===== src/rtl/pulse_mon_pkg.sv =====
// pulse_mon_pkg: shared constants for the tick generator/monitor pair.
// State encodings, error counter sizing and default timing.
package pulse_mon_pkg;

  typedef enum logic [1:0] {
    ST_IDLE = 2'd0,
    ST_WAIT = 2'd1,
    ST_MEAS = 2'd2
  } mon_state_t;

  localparam int ERR_CNT_W = 8;
  localparam logic [ERR_CNT_W-1:0] ERR_SAT = '1;

  localparam int DEF_EXPECTED = 1000;
  localparam int DEF_TOLERANCE = 10;
  localparam int DEF_TIMEOUT = 2000;

endpackage


===== src/rtl/pulse_edge_detect.sv =====
// pulse_edge_detect: rising-edge detector for the tick line.
// History resets high so a line already high gives no edge.
module pulse_edge_detect (
  input  logic i_clk,
  input  logic i_rst,
  input  logic i_pulse,
  output logic o_rise
);

  logic r_pulse_d;

  // Track the previous sample of the tick line every cycle.
  always_ff @(posedge i_clk or posedge i_rst) begin
    if (i_rst) r_pulse_d <= 1'b1;
    else       r_pulse_d <= i_pulse;
  end

  assign o_rise = i_pulse & ~r_pulse_d;

endmodule


===== src/rtl/pulse_interval_monitor.sv =====
// pulse_interval_monitor: measures cycles between tick edges,
// flags out-of-tolerance intervals and missing ticks.
module pulse_interval_monitor
  import pulse_mon_pkg::*;
#(
  parameter int EXPECTED_INTERVAL = DEF_EXPECTED,
  parameter int TOLERANCE         = DEF_TOLERANCE,
  parameter int TIMEOUT           = DEF_TIMEOUT,
  parameter int CNT_W             = 16
) (
  input  logic                 i_clk,
  input  logic                 i_rst,
  input  logic                 i_en,
  input  logic                 i_clr,
  input  logic                 i_pulse_in,
  output logic [CNT_W-1:0]     o_interval,
  output logic                 o_meas_valid,
  output logic                 o_in_range,
  output logic                 o_timeout,
  output logic [ERR_CNT_W-1:0] o_err_count,
  output logic [15:0]          o_pulse_count
);

  localparam logic [CNT_W-1:0] LP_LO  =
    CNT_W'(EXPECTED_INTERVAL - TOLERANCE);
  localparam logic [CNT_W-1:0] LP_HI  =
    CNT_W'(EXPECTED_INTERVAL + TOLERANCE);
  localparam logic [CNT_W-1:0] LP_TMO = CNT_W'(TIMEOUT);

  mon_state_t r_state;
  mon_state_t w_state_nxt;

  logic [CNT_W-1:0]     r_cnt;
  logic [CNT_W-1:0]     w_cnt_inc;
  logic                 w_rise;
  logic                 w_meas;
  logic                 w_tmo;
  logic                 w_in_rng;
  logic                 w_pulse_evt;
  logic                 w_err_evt;
  logic                 w_cnt_run;
  logic [CNT_W-1:0]     r_interval;
  logic                 r_meas;
  logic                 r_in_range;
  logic                 r_tmo;
  logic [ERR_CNT_W-1:0] r_err;
  logic [15:0]          r_pcnt;

  pulse_edge_detect u_edge (
    .i_clk   (i_clk),
    .i_rst   (i_rst),
    .i_pulse (i_pulse_in),
    .o_rise  (w_rise)
  );

  assign w_cnt_inc = r_cnt + CNT_W'(1);

  // State register.
  always_ff @(posedge i_clk or posedge i_rst) begin
    if (i_rst) r_state <= ST_IDLE;
    else       r_state <= w_state_nxt;
  end

  // Next state: disable wins, timeout only when no edge arrives.
  always_comb begin
    w_state_nxt = r_state;
    if (!i_en) begin
      w_state_nxt = ST_IDLE;
    end else begin
      unique case (r_state)
        ST_IDLE: w_state_nxt = ST_WAIT;
        ST_WAIT: if (w_rise) w_state_nxt = ST_MEAS;
        ST_MEAS:
          if (!w_rise && w_cnt_inc == LP_TMO)
            w_state_nxt = ST_WAIT;
        default: w_state_nxt = ST_IDLE;
      endcase
    end
  end

  // Per-cycle events feeding the registered outputs.
  always_comb begin
    w_meas      = i_en && (r_state == ST_MEAS) && w_rise;
    w_tmo       = i_en && (r_state == ST_MEAS) && !w_rise
                  && (w_cnt_inc == LP_TMO);
    w_in_rng    = (w_cnt_inc >= LP_LO) && (w_cnt_inc <= LP_HI);
    w_pulse_evt = i_en && w_rise
                  && (r_state == ST_WAIT || r_state == ST_MEAS);
    w_err_evt   = (w_meas && !w_in_rng) || w_tmo;
    w_cnt_run   = i_en && (r_state == ST_MEAS) && !w_meas && !w_tmo;
  end

  // Interval counter, strobes, held results and event counters.
  always_ff @(posedge i_clk or posedge i_rst) begin
    if (i_rst) begin
      r_cnt      <= '0;
      r_interval <= '0;
      r_meas     <= 1'b0;
      r_in_range <= 1'b0;
      r_tmo      <= 1'b0;
      r_err      <= '0;
      r_pcnt     <= '0;
    end else begin
      r_cnt  <= w_cnt_run ? w_cnt_inc : '0;
      r_meas <= w_meas;
      r_tmo  <= w_tmo;
      if (w_meas) begin
        r_interval <= w_cnt_inc;
        r_in_range <= w_in_rng;
      end
      if (i_clr) begin
        r_err  <= '0;
        r_pcnt <= '0;
      end else begin
        if (w_err_evt && r_err != ERR_SAT) r_err <= r_err + 1'b1;
        if (w_pulse_evt) r_pcnt <= r_pcnt + 16'd1;
      end
    end
  end

  assign o_interval    = r_interval;
  assign o_meas_valid  = r_meas;
  assign o_in_range    = r_in_range;
  assign o_timeout     = r_tmo;
  assign o_err_count   = r_err;
  assign o_pulse_count = r_pcnt;

endmodule


===== config.mk =====
export PLATFORM = sky130hd
export DESIGN_NAME = pulse_interval_monitor
export DESIGN_NICKNAME = d
export VERILOG_FILES = /design/src/rtl/pulse_mon_pkg.sv /design/src/rtl/pulse_edge_detect.sv /design/src/rtl/pulse_interval_monitor.sv
export SDC_FILE = /design/constraint.sdc
export NUM_CORES = 1
export LEC_CHECK = 0
export CORE_MARGIN = 5
export CORE_UTILIZATION = 40
export CTS_CLUSTER_DIAMETER = 80
export DETAILED_ROUTE_END_ITERATION = 10
export GPL_ROUTABILITY_DRIVEN = 0
export PLACE_DENSITY_LB_ADDON = 0.08
export SLEW_MARGIN = 30
export SYNTH_ARGS = -nofsm -noshare
export SYNTH_HDL_FRONTEND = slang
export SYNTH_SLANG_ARGS = --single-unit

===== constraint.sdc =====
create_clock -name i_clk -period 2.5 [get_ports i_clk]
set_input_delay 0.25 -clock i_clk [delete_from_list [all_inputs] [get_ports i_clk]]
set_output_delay 0.25 -clock i_clk [all_outputs]
set_load 0.01 [all_outputs]

==> out/qor.csv <==
metric,value,unit
first-pass iteration count of the detailed router,4,
global-route wire length before repair,12.6,mm
synthesized instance count,331,
Ports,48,
CP Data Arrival Time,2.72,ns
Final ANT Viol Nets,0,
number of max-slew violations in the final report,0,
Reg area,0.00156,mm2
Max IR drop VDD,272,uV
violated checks,negative setup slack,
core area,0.00781,mm2
dpl hpwl,5.33,mm
relative slew slack,75.0,%
Post-synth ARST share,100,%
status,"complete, but fails checks",
# diodes,0,
H-tree depth,3,
crit path kind,reg2reg,
Final Hold Fails,0,
RSZ-0062 raised after global routing,yes,
Buffers on Ports,47,
post-synthesis adder-cell area fraction,2.71,%
WL/cell,14.3,um
Synth top cells by count,"61 x dfrtp_1, 46 x nor2_1, 38 x nand2_1",
XOR/XNOR Fraction of Synth Area,7.60,%
initial core utilization,41.3,%
CTS sink count,62,
min Tclk post-route,2.50,ns
largest net degree at the start of global routing,36,
Place WS,-0.106,ns
Worst setup EP type,register,
DRC,0,
Hold Path Class,in2async,
share of cells above drive strength 1,23.0,%
Crit Path Max Fanout,7,
"Net count, final",425,
cell taking the most area after synthesis,dfrtp_1,
Die Height,99.8,um
area grow syn2layout,34.7,%
vias per cell,4.97,
die area,0.00997,mm2
"EDFF count, synth",0,
register bit total from synthesis,62,
Die W,99.8,um
Clock transition at path regs,0.07,ns
total CTS buffers,9,
WP data required,2.72,ns
Netlist cell types,52,
worst-margin pin slew,0.374,ns
Syn Area/Cell,9.75,um2
syn_nets,343,
standard-cell rows,32,
initial antenna violation count,0,
"setup slack, reg-to-reg",-0.004,ns
P per Cell Area,441,mW/mm2
gr ovfl total,0,
Vias,2580,
fillers,693,
leak pwr,0.00183,uW
Fmax,399,MHz
Setup Skew,0.00746,ns
Simple-Gate Fraction of Synth Area,26.0,%
via count of the first global-routing pass,2641,
Final setup viols,3,
register area share after synthesis,48.1,%
Worst-Skew Late Latency,0.34,ns
"count leader, synth",dfrtp_1,
drt total wl,7.41,mm
Compound-Gate Fraction of Synth Area,9.88,%
CTS root buffer,clkbuf_8,
drt initial violations,104,
mux cell area share after synthesis,3.02,%
Finished Core Util,55.7,%
overall global routing resource usage,15.8,%
CTS tree,built,
multi-input logic area,0.00171,mm2
Max-Cap Viols,0,
Area contributors post-synth,"dfrtp_1 47%, nor2_1 5.3%, nand2_1 4.4%, xor2_1 4.3%, nand3_1 3.7%",
Final Cycle Share,100,%
Final Worst Setup Slack,-0.00418,ns
YS warnings,0,
Clock Path Buffers,2,
Synth Flop Type,dfrtp_1,
largest family of logic cells by synthesized area,simple AND/OR/NAND/NOR gates,
type of origin of the critical path,register,
post-synth top area share,47.3,%
Syn Std Cell Area,0.00323,mm2
-- area by class of cell --
cell class / instances / area share [%]
Multi-Input combinational cell: 247 / 39.4
Sequential cell: 62 / 35.8
Timing Repair Buffer: 81 / 17.0
Clock buffer: 14 / 3.74
Tap cell: 102 / 2.93
Inverter: 12 / 1.04
Clock inverter: 1 / 0.115
-- timing repair --
item | CTS | global route
setup buffers | 3 | 0
setup endpoints to repair | 5 | 9
pin swaps | 16 | 0
resized for setup | 20 | 3
hold buffers | 0 | 0
-- critical path, stage by stage (launching register included) --
cell      delay (ns)
dfrtp_2         0.43
ha_4            0.21
nand2_2         0.08
buf_4           0.15
o21ai_0         0.26
a221oi_2        0.12
o2111a_2        0.19
a311o_4         0.37
a211oi_2        0.24
mux2_1          0.34
-- report_power, final --
part,switching (uW),internal (uW),leakage [uW]
registers,9.73,1020,0.000854
clock network,369,408,0.0000865
logic,64.9,48.3,0.000894
-- layout by cell type (no fill, tap or decap), types with 3 or more instances in the layout --
master and instances:
clkdlybuf4s50_1 47, clkbuf_1 3, nand3_1 23, dfrtp_2 4, a211oi_2 4, nor2_1 45, mux2_2 3, inv_1 10
nand2_1 37, o21ai_0 21, buf_4 33, dfrtp_1 57, a21oi_1 6, and2_1 5, and3_1 5, ha_1 5
mux2_1 3, nand4_1 3, nor2b_1 8, clkbuf_8 11, and3_2 3, xnor2_1 11, xor2_1 15
-- state kept, by name, summed over array words and instances, names as in the netlist --
register	flops
o_pulse_count	16
o_timeout	1
u_edge.r_pulse_d	1
o_meas_valid	1
o_interval	16
r_cnt	16
o_err_count	8
o_in_range	1
r_state	2
-- path summary, 6_finish.rpt --
kind,cells past startpoint,from,end
max,9,r_cnt[1]$_DFF_PP0_,o_err_count[6]$_DFFE_PP0P_
min,2,i_rst,o_pulse_count[11]$_DFFE_PP0P_
max reg2reg,9,r_cnt[1]$_DFF_PP0_,o_err_count[6]$_DFFE_PP0P_
min reg2reg,2,o_interval[10]$_DFFE_PP0P_,o_interval[10]$_DFFE_PP0P_
max in group asynchronous,3,i_rst,u_edge.r_pulse_d$_DFF_PP1_
min in group i_clk,1,i_pulse_in,u_edge.r_pulse_d$_DFF_PP1_
-- through the flow --
step | instances | TNS, ns | instance area [um2] | power (uW) | hold WS [ns]
2_1_floorplan | 331 | 0 | 3240 | 1100 | 0.254
3_3_place_gp | 501 | 0 | 4050 | 1150 | 0.462
3_5_place_dp | 501 | -0.237 | 4050 | 1160 | 0.467
4_1_cts | 519 | -0.00558 | 4330 | 1950 | 0.200
5_1_grt | 519 | -0.680 | 4350 | 2000 | 0.236
6_report | 519 | -0.00838 | 4350 | 1920 | 0.201
-- metal layers --
metal / vias to the layer above / global-route usage, % / share of wire [%]
li1: 1299 / - / -
met1: 1223 / 20.1 / 46
met2: 53 / 25.7 / 47
met3: 5 / 5.49 / 5.1
met4: 0 / 3.78 / 0.89
met5: - / 0 / 0
-- kinds of logic after synthesis --
logic type	after synthesis
AND/OR/NAND/NOR	158
adder cells (fa/ha/maj)	7
flip-flops	62
multiplexers	9
XOR/XNOR	28
AO/OA/AOI/OAI	45
buffers and inverters	22
Note: power is estimated with default switching activity, not from simulation.
